## src/rtl/commit_unit.sv

```systemverilog
// -----------------------------------------------------------------------------
// commit_unit
// Retire stage behind the ROB. Committed entries from up to IN_WIDTH lanes are
// queued in a small circular FIFO. Entries are retired in order, at most one
// per cycle, and each retirement performs its architectural side effect:
// register write, store (request/acknowledge), taken jump (flush + redirect)
// or halt.
//
// Ports
//   clk, reset        : clock, synchronous active-high reset
//   in_valid/uid/val/loc : commit lanes, lane 0 oldest, valid lanes contiguous
//                       loc = {jump, store, addr/reg[15:0]}
//   in_ready          : at least IN_WIDTH free slots (and not flushing)
//   rf_we/waddr/wdata : register write port (single-cycle pulse)
//   mem_req/addr/wdata, mem_ack : store handshake, request held until ack
//   retire_valid/uid  : one pulse per retired entry
//   flush_all, redirect_pc : one-cycle flush with the jump target
//   halted, overflow_err   : sticky status flags
// -----------------------------------------------------------------------------
module commit_unit #(
    parameter int ROB_BITS  = 3,
    parameter int IN_WIDTH  = 2,
    parameter int BUF_DEPTH = 8,
    parameter int REG_BITS  = 3
) (
    input  logic                     clk,
    input  logic                     reset,
    input  logic [IN_WIDTH-1:0]      in_valid,
    input  logic [IN_WIDTH*ROB_BITS-1:0] in_uid,
    input  logic [IN_WIDTH*16-1:0]   in_val,
    input  logic [IN_WIDTH*18-1:0]   in_loc,
    output logic                     in_ready,
    output logic                     rf_we,
    output logic [REG_BITS-1:0]      rf_waddr,
    output logic [15:0]              rf_wdata,
    output logic                     mem_req,
    output logic [15:0]              mem_addr,
    output logic [15:0]              mem_wdata,
    input  logic                     mem_ack,
    output logic                     retire_valid,
    output logic [ROB_BITS-1:0]      retire_uid,
    output logic                     flush_all,
    output logic [15:0]              redirect_pc,
    output logic                     halted,
    output logic                     overflow_err
);
    localparam int PTR_BITS = $clog2(BUF_DEPTH);
    localparam int CNT_BITS = PTR_BITS + 1;

    typedef enum logic [1:0] {S_RUN, S_STORE_WAIT, S_FLUSH, S_HALT} state_t;

    state_t r_state, w_state_next;

    logic [PTR_BITS-1:0] r_head, r_tail;
    logic [CNT_BITS-1:0] r_count;

    logic [ROB_BITS-1:0] r_uid_mem [BUF_DEPTH];
    logic [15:0]         r_val_mem [BUF_DEPTH];
    logic [17:0]         r_loc_mem [BUF_DEPTH];

    logic [ROB_BITS-1:0] w_head_uid;
    logic [15:0]         w_head_val;
    logic [17:0]         w_head_loc;
    logic                w_empty;

    // Decoded actions for this edge
    logic w_pop, w_clear, w_push_en;
    logic w_reg_wr, w_store_issue, w_store_done, w_jump, w_halt;

    logic [CNT_BITS-1:0] w_n_valid, w_free, w_space, w_n_push;
    logic                w_overflow;

    logic [PTR_BITS-1:0] w_wr_idx [IN_WIDTH];
    logic [IN_WIDTH-1:0] w_lane_we;

    assign w_head_uid = r_uid_mem[r_head];
    assign w_head_val = r_val_mem[r_head];
    assign w_head_loc = r_loc_mem[r_head];
    assign w_empty    = (r_count == '0);

    // ---------------- next-state / action decode ----------------
    always_comb begin
        w_state_next  = r_state;
        w_pop         = 1'b0;
        w_clear       = 1'b0;
        w_push_en     = 1'b1;
        w_reg_wr      = 1'b0;
        w_store_issue = 1'b0;
        w_store_done  = 1'b0;
        w_jump        = 1'b0;
        w_halt        = 1'b0;
        case (r_state)
            S_RUN: begin
                if (!w_empty) begin
                    case (w_head_loc[17:16])
                        2'b00: begin
                            w_reg_wr = 1'b1;
                            w_pop    = 1'b1;
                        end
                        2'b01: begin
                            // The store stays at head until acknowledged.
                            w_store_issue = 1'b1;
                            w_state_next  = S_STORE_WAIT;
                        end
                        2'b10: begin
                            // Everything younger than the jump is wrong-path,
                            // including lanes arriving this very cycle.
                            w_jump       = 1'b1;
                            w_clear      = 1'b1;
                            w_push_en    = 1'b0;
                            w_state_next = S_FLUSH;
                        end
                        default: begin
                            w_halt       = 1'b1;
                            w_pop        = 1'b1;
                            w_state_next = S_HALT;
                        end
                    endcase
                end
            end
            S_STORE_WAIT: begin
                if (mem_ack) begin
                    w_store_done = 1'b1;
                    w_pop        = 1'b1;
                    w_state_next = S_RUN;
                end
            end
            S_FLUSH: begin
                w_push_en    = 1'b0;
                w_state_next = S_RUN;
            end
            default: ;  // S_HALT: terminal until reset
        endcase
    end

    // ---------------- push accounting ----------------
    always_comb begin
        w_n_valid = '0;
        for (int k = 0; k < IN_WIDTH; k++) begin
            w_n_valid = w_n_valid + CNT_BITS'(in_valid[k]);
        end
    end

    assign w_free   = CNT_BITS'(BUF_DEPTH) - r_count;
    // A same-edge pop frees a slot, so a push at full is legal when retiring.
    assign w_space  = w_free + CNT_BITS'(w_pop);
    assign in_ready = (r_state != S_FLUSH) && (w_free >= CNT_BITS'(IN_WIDTH));

    always_comb begin
        w_n_push   = '0;
        w_overflow = 1'b0;
        if (w_push_en) begin
            if (w_n_valid > w_space) begin
                w_n_push   = w_space;
                w_overflow = 1'b1;
            end else begin
                w_n_push = w_n_valid;
            end
        end
    end

    for (genvar gi = 0; gi < IN_WIDTH; gi++) begin : g_lane
        assign w_wr_idx[gi]  = r_tail + PTR_BITS'(gi);
        assign w_lane_we[gi] = (CNT_BITS'(gi) < w_n_push);
    end

    // ---------------- storage ----------------
    always_ff @(posedge clk) begin
        for (int k = 0; k < IN_WIDTH; k++) begin
            if (w_lane_we[k]) begin
                r_uid_mem[w_wr_idx[k]] <= in_uid[k*ROB_BITS +: ROB_BITS];
                r_val_mem[w_wr_idx[k]] <= in_val[k*16 +: 16];
                r_loc_mem[w_wr_idx[k]] <= in_loc[k*18 +: 18];
            end
        end
    end

    // ---------------- state, pointers and outputs ----------------
    always_ff @(posedge clk) begin
        if (reset) begin
            r_state      <= S_RUN;
            r_head       <= '0;
            r_tail       <= '0;
            r_count      <= '0;
            rf_we        <= 1'b0;
            rf_waddr     <= '0;
            rf_wdata     <= '0;
            mem_req      <= 1'b0;
            mem_addr     <= '0;
            mem_wdata    <= '0;
            retire_valid <= 1'b0;
            retire_uid   <= '0;
            flush_all    <= 1'b0;
            redirect_pc  <= '0;
            halted       <= 1'b0;
            overflow_err <= 1'b0;
        end else begin
            r_state      <= w_state_next;
            rf_we        <= w_reg_wr;
            flush_all    <= w_jump;
            retire_valid <= w_reg_wr | w_store_done | w_jump | w_halt;

            if (w_reg_wr | w_store_done | w_jump | w_halt) begin
                retire_uid <= w_head_uid;
            end
            if (w_reg_wr) begin
                rf_waddr <= w_head_loc[REG_BITS-1:0];
                rf_wdata <= w_head_val;
            end
            if (w_store_issue) begin
                mem_req   <= 1'b1;
                mem_addr  <= w_head_loc[15:0];
                mem_wdata <= w_head_val;
            end else if (w_store_done) begin
                mem_req <= 1'b0;
            end
            if (w_jump) begin
                redirect_pc <= w_head_val;
            end
            if (w_halt) begin
                halted <= 1'b1;
            end
            if (w_overflow) begin
                overflow_err <= 1'b1;
            end

            if (w_clear) begin
                r_head  <= '0;
                r_tail  <= '0;
                r_count <= '0;
            end else begin
                r_head  <= r_head + PTR_BITS'(w_pop);
                r_tail  <= r_tail + PTR_BITS'(w_n_push);
                r_count <= r_count + w_n_push - CNT_BITS'(w_pop);
            end
        end
    end

endmodule

```

## config.mk

```make
export PLATFORM = sky130hd
export DESIGN_NAME = commit_unit
export DESIGN_NICKNAME = d
export VERILOG_FILES = /design/src/rtl/commit_unit.sv
export SDC_FILE = /design/constraint.sdc
export NUM_CORES = 1
export LEC_CHECK = 0
export BUFFER_PORTS_ARGS = -buffer_cell sky130_fd_sc_hd__buf_2
export CELL_PAD_IN_SITES_DETAIL_PLACEMENT = 2
export CELL_PAD_IN_SITES_GLOBAL_PLACEMENT = 2
export CORE_ASPECT_RATIO = 0.75
export CORE_MARGIN = 2
export CORE_UTILIZATION = 44
export DETAILED_ROUTE_END_ITERATION = 8
export PLACE_DENSITY_LB_ADDON = 0.1
export SETUP_SLACK_MARGIN = 0.1
export SLEW_MARGIN = 20
export SYNTH_ARGS = -nofsm -noshare
export SYNTH_HDL_FRONTEND = slang
export SYNTH_SLANG_ARGS = --single-unit
```

## constraint.sdc

```tcl
create_clock -name clk -period 9.1 [get_ports clk]
set_input_delay 1.82 -clock clk [delete_from_list [all_inputs] [get_ports clk]]
set_output_delay 1.82 -clock clk [all_outputs]
set_load 0.03 [all_outputs]
```

==> results.md, run 1 <==
- Crit. End Element: flop
- Starting Density: ~45%
- Final hold vios: 0
- Largest net degree at the start of global routing: 65
- Placed cell area: between 15000 and 20000 um^2
- TritonCTS Sinks: 384
- # rows: 64
- Antenna violations before repair: 7
- Syn_area_per_cell: about 16 um^2
- Die Area: 43200 um^2
- IO Pins: 156
- DRC: 0
- Sequential area share after synthesis: 58.2%
- Area Overhead vs Synth: 14.8%
- Filler cells: 3794
- Count of buffer and inverter cells on the critical path: 2
- CTS-repair resized insts: 0
- Max_slew headroom: 36.6%
- Max Cap Violations: 0
- Syn Nets: 1279
- Cell Pwr Density: 327 nW/um^2
- Worst path slowest cell: dfxtp_4
- Leakage power: just over 7 nW
- Synth cell types: 44
- Ys flop type: edfxtp_1
- Die Y: 181 um
- Post-Route WL: 54.5 mm
- Root buf cell: clkbuf_16
- Ys async rst share: 0%
- Die W: ~240 um
- CTS clk-pin slew, worst paths: 0.06 ns
- HP Class: reg2reg
- Post-DP HPWL: 31.7 mm
- IO buf count: 155
- Register Area: 10700 um^2
- DR vias/cell: 5.82
- CTS tree: yes
- Initial detailed-routing violation count: about 750
- Grt total ovfl: 0
- Synth warnings: 0
- Setup TNS: 0 ns
- Skew final: around 0.024 ns
- Drt first pass iters: 4
- Crit path max fanout: 35
- DR vias: 11100
- # hold bufs at CTS: 0
- Post-CTS Setup Inserts: 0
- Synth top area cells: edfxtp_1 (49%), mux2_2 (18%), dfxtp_1 (9.6%), mux4_2 (9.1%), mux2i_1 (2.2%)
- Fin area: approximately 21000 um^2
- Placer Congestion: 0.726
- Number of nets with antenna violations after routing: 0
- Worst skew pair latency: 0.56 ns
- Max incr delay on CP: ~0.84 ns
- First-pass GRT wire length: 81.6 mm
- DR WL/cell: 28.4 um
- Max Clk Rate: 149 MHz
- CP required: between 9 and 10 ns
- Critical Path Most Common Cell: ha_1
- Outcome: finished clean
- CP Data Arrival Time: between 6 and 7 ns
- All-Layer GR Usage: 25.6%
- Setup Viol. Count Final: 0
- Synth area leader: edfxtp_1
- Final net count: approximately 1400
- Vias in the first global route: 12300
- Share of layout cells above drive strength 1: 46.3%
- Cell area after synthesis: 18300 um^2
- CP cell instances: mux4_2, mux2i_1, ha_1, o21ai_0, ha_1, ha_1, inv_1, ha_1, nor2b_1, o21ai_0, a211oi_4, mux2i_1, nand3_1, a21oi_4, buf_4
- Multi-input gate area: 7340 um^2
- Num CTS Buffers: 41
- Worst path top cell family by delay: multiplexers
- Critical path type: reg2reg
- Crit share post-route: 73.7%
- Minimum clock period: 6.71 ns
- Worst Max-Slew Pin Slew: about 0.95 ns
- Placeable core region: 40900 um^2
- Clock Path Buffers: 3
- RSZ-0062 raised after global routing: no
- Synth Instances: between 1000 and 1500
- Top cell type's share of synthesized area: between 40% and 50%
- Max-slew violation count: 0
- Peak VDD IR: around 0.00018 V
- Setup crit start kind: flop
- FF+latch count, synth: 384
- H-tree depth: 2
- Post-synth EDFFs: 296
through the flow:
step | setup WS [ns] | hold WS [ns] | util (%) | std cells | total power [mW]
6_report | 2.39 | 0.465 | 51.3 | 1916 | 6.86
5_1_grt | 1.86 | 0.492 | 51.3 | 1914 | 7.23
4_1_cts | 2.27 | 0.470 | 51.2 | 1912 | 6.94
3_5_place_dp | 2.37 | 0.456 | 48.2 | 1836 | 5.29
3_3_place_gp | 2.62 | 0.438 | 48.2 | 1836 | 5.17
2_1_floorplan | 2.38 | 0.487 | - | 1172 | 4.36
worst register-to-register path, stage by stage, from the launching register on:
cell and delay [ns]:
dfxtp_4 0.84, mux4_2 0.63, mux2i_1 0.49, ha_1 0.34, o21ai_0 0.46, ha_1 0.27
ha_1 0.18, inv_1 0.05, ha_1 0.28, nor2b_1 0.12, o21ai_0 0.15, a211oi_4 0.32
mux2i_1 0.73, nand3_1 0.24, a21oi_4 0.77, buf_4 0.49
power by group:
part	switching, mW	leakage [nW]	internal (mW)
logic	1.65	3.23	0.902
clock network	0.708	0.619	0.909
registers	0.226	3.42	2.47
total	2.59	7.27	4.28
registers in the layout (all words and copies together), names as in the netlist:
| signal | count |
|---|---|
| r_count | 4 |
| redirect_pc | 16 |
| rf_we | 1 |
| r_tail | 3 |
| mem_wdata | 16 |
| rf_waddr | 3 |
| r_loc_mem | 144 |
| mem_addr | 16 |
| r_uid_mem | 24 |
| r_val_mem | 128 |
| halted | 1 |
| mem_req | 1 |
| overflow_err | 1 |
| rf_wdata | 16 |
| r_head | 3 |
| retire_uid | 3 |
| r_state | 2 |
| retire_valid | 1 |
| flush_all | 1 |
worst paths after layout:
check	cells past startpoint	slack, ns	end	from
hold / removal	2	0.46	redirect_pc[12]	redirect_pc[12]
setup reg to reg	15	2.39	r_val_mem[1][14]	r_head[0]
hold reg to reg	2	0.46	redirect_pc[12]	redirect_pc[12]
setup / recovery	15	2.39	r_val_mem[1][14]	r_head[0]
metal layers:
metal	share of wire [%]	global-route usage, %	vias up
li1	-	-	4865
met1	46	36.0	5908
met2	48	42.2	283
met3	4.4	3.77	78
met4	1.9	5.88	8
met5	0.10	0	-
cell usage in the layout (no fill, tap or decap), drive strengths merged, types with 2 or more instances in the layout:
cell type,count
nand2,30
a21oi,17
nand3,10
clkinv,12
fa,2
nand2b,5
o21a,2
a211oi,52
ha,26
dfxtp,88
mux2i,41
inv,22
nor2,80
buf,175
and2,8
a22oi,2
o21ai,20
mux2,297
xnor2,7
nand4b,3
nor3,4
diode,4
edfxtp,296
clkinvlp,2
clkbuf,61
mux4,74
xor2,2
or2,2
synthesized netlist by cell type, drive strengths merged, types with 3 or more instances:
cell type    n
and2         8
clkbuf      35
nand3       10
nor2        80
a21oi       17
mux2       297
edfxtp     296
ha          26
nand2       30
dfxtp       88
o21ai       20
mux4        74
a211oi      52
nand4b       3
xnor2        7
nand2b       5
mux2i       41
nor3         4
buf         37
inv         21
final cells by class:
type | count | area share (%)
Antenna cell | 4 | 0.0477
Timing Repair Buffer | 175 | 4.41
Multi-Input combinational cell | 695 | 35.0
Clock buffer | 61 | 5.69
Tap cell | 561 | 3.34
Clock inverter | 15 | 0.352
Sequential cell | 384 | 50.8
Inverter | 21 | 0.376
logic make-up (layout without fill, tap and decap cells):
kind of cell,Yosys count,in the layout,share of synthesized area (%)
AOI/OAI and AO/OA,98,98,3.62
xor gates and xnor gates,9,9,0.431
adders and majority gates,28,28,2.00
buffers and inverters,93,272,2.27
DFF,384,384,58.2
muxes,412,412,29.7
other,1,5,0.0205
and+or+nand+nor,147,147,3.74
No activity file was read; power rests on OpenSTA's default activity.
==> run 2, diff against run 1 <==
==> constraint.sdc (replaced) <==
create_clock -name clk -period 6.51 [get_ports clk]
set_input_delay 1.302 -clock clk [delete_from_list [all_inputs] [get_ports clk]]
set_output_delay 1.302 -clock clk [all_outputs]
set_load 0.03 [all_outputs]
==> results.md, run 2 (same netlist as run 1, synthesis figures left out) <==
- Worst path slowest cell: nand3_2
- Max_slew headroom: 38.4%
- Die Area: ~43000 um^2
- First-pass GRT wire length: 81.3 mm
- Reg2reg start: r_head[0]
- Num CTS Buffers: slightly above 40
- Setup WS post-layout: 0.756 ns
- DR vias: 11200
- Max-slew violation count: 0
- Post-layout total power: 9.68 mW
- RSZ-0062 raised after global routing: no
- Area Overhead vs Synth: 15.9%
- CTS clk-pin slew, worst paths: 0.06 ns
- Max reg flops: 144
- Worst setup path endpoint: r_val_mem[3][3]
- Hold path start: redirect_pc[4]
- Skew final: just under 0.02 ns
- Worst Max-Slew Pin Slew: 0.925 ns
- Crit path max fanout: 20
- Post-CTS Setup Inserts: 0
- Die Y: approximately 180 um
- TritonCTS Sinks: ~380
- Antenna violations before repair: 8
- Setup crit start kind: flop
- Setup TNS: 0 ns
- Final core occ: 51.8%
- Die W: roughly 240 um
- Crit share post-route: around nine tenths
- Placer Congestion: 0.732
- Drt first pass iters: 4
- Number of nets with antenna violations after routing: 0
- Most common cell after layout, fill and taps aside: edfxtp_1
- Critical path type: reg2reg
- Setup Viol. Count Final: 0
- Largest net degree at the start of global routing: 65
- Worst path top cell family by delay: multiplexers
- DRC: 0
- CTS-repair resized insts: 0
- Placed cell area: 19900 um^2
- # rows: 64
- Setup crit start: r_head[0]
- Outcome: finished clean
- Reg2Reg Depth: 15
- FF-to-FF End: r_val_mem[3][3]
- IO Pins: 156
- Leakage power: 7.37 nW
- Vias in the first global route: 12300
- Filler cells: 3681
- Root buf cell: clkbuf_16
- Reg-to-reg slack, setup: approximately 0.76 ns
- HP Class: reg2reg
- Final hold vios: 0
- Fin cells: between 1500 and 2000
- All-Layer GR Usage: around a quarter
- H-tree depth: 2
- DR WL/cell: roughly 28 um
- Placeable core region: 40900 um^2
- Fin area: 21200 um^2
- Worst path depth: 15
- Peak VDD IR: between 0.0002 and 0.0003 V
- # hold bufs at CTS: 0
- Most frequent cells in the layout: edfxtp_1 (296), mux2_2 (294), buf_2 (155)
- Final net count: 1434
- CTS tree: yes
- Starting Density: 44.7%
- Worst skew pair latency: 0.55 ns
- Critical Path Most Common Cell: ha_1
- Clock Path Buffers: 3
- Worst Hold Slack: between 0.4 and 0.5 ns
- CP Data Arrival Time: 6.03 ns
- Share of layout cells above drive strength 1: 46.7%
- CP required: approximately 6.8 ns
- Grt total ovfl: 0
- Cell Pwr Density: 457 nW/um^2
- Initial detailed-routing violation count: 612
- Max Clk Rate: between 150 and 200 MHz
- Count of buffer and inverter cells on the critical path: 2
- Max incr delay on CP: 0.66 ns
- DR vias/cell: 5.79
- Post-Route WL: between 50 and 60 mm
- Minimum clock period: 5.75 ns
- CP cell instances: mux4_2, mux2i_1, ha_1, o21ai_0, ha_1, ha_1, inv_1, ha_1, nor2b_1, o21ai_0, a211oi_4, mux2_4, nand3_2, buf_12, mux2_2
- Max Cap Violations: 0
- IO buf count: around 160
- Post-DP HPWL: 31.8 mm
- Dpl cells: 1845
- Crit. End Element: flop
- Pre-CTS WS: roughly 0.70 ns
==> run 2: worst register-to-register path, delay by kind of cell (launching register included) <==
kind	cells	cell delay (ns)
fa+ha+maj	4	1.05
mux	4	1.59
buf+inv	2	0.54
compound gates	3	0.87
simple gates	2	0.81
flops	1	0.63
==> run 2: worst min-delay path by stage <==
stage                       to  cells past startpoint  slack (ns)
2_1_floorplan       r_state[1]                      2        0.49
3_3_place_gp   redirect_pc[11]                      2        0.44
3_5_place_dp   redirect_pc[14]                      2        0.45
4_1_cts         redirect_pc[4]                      2        0.48
5_1_grt         redirect_pc[9]                      2        0.51
6_report        redirect_pc[4]                      2        0.47
==> run 2: layout make-up <==
type / instances / area (um^2) / share of cell area, %
Inverter: 21 / 78.8 / 0.372
Clock buffer: 67 / 1230 / 5.80
Tap cell: 561 / 702 / 3.31
Clock inverter: 8 / 67.6 / 0.319
Multi-Input combinational cell: 695 / 7320 / 34.6
Timing Repair Buffer: 184 / 1120 / 5.28
Sequential cell: 384 / 10700 / 50.3
Antenna cell: 8 / 20.0 / 0.0944
==> run 2: power breakdown <==
group	internal [mW]	total [mW]	switching [mW]
sequential	3.44	3.72	0.274
clock	1.33	2.31	0.981
combinational	1.32	3.66	2.33
==> run 2: metal layers <==
metal  GRT usage [%]  vias to the layer above  routed length (um)
li1                -                     4897                   -
met1            35.6                     5917               24700
met2            41.7                      275               26300
met3            4.58                       73                2570
met4            5.88                        2                1010
met5               0                        -                  13
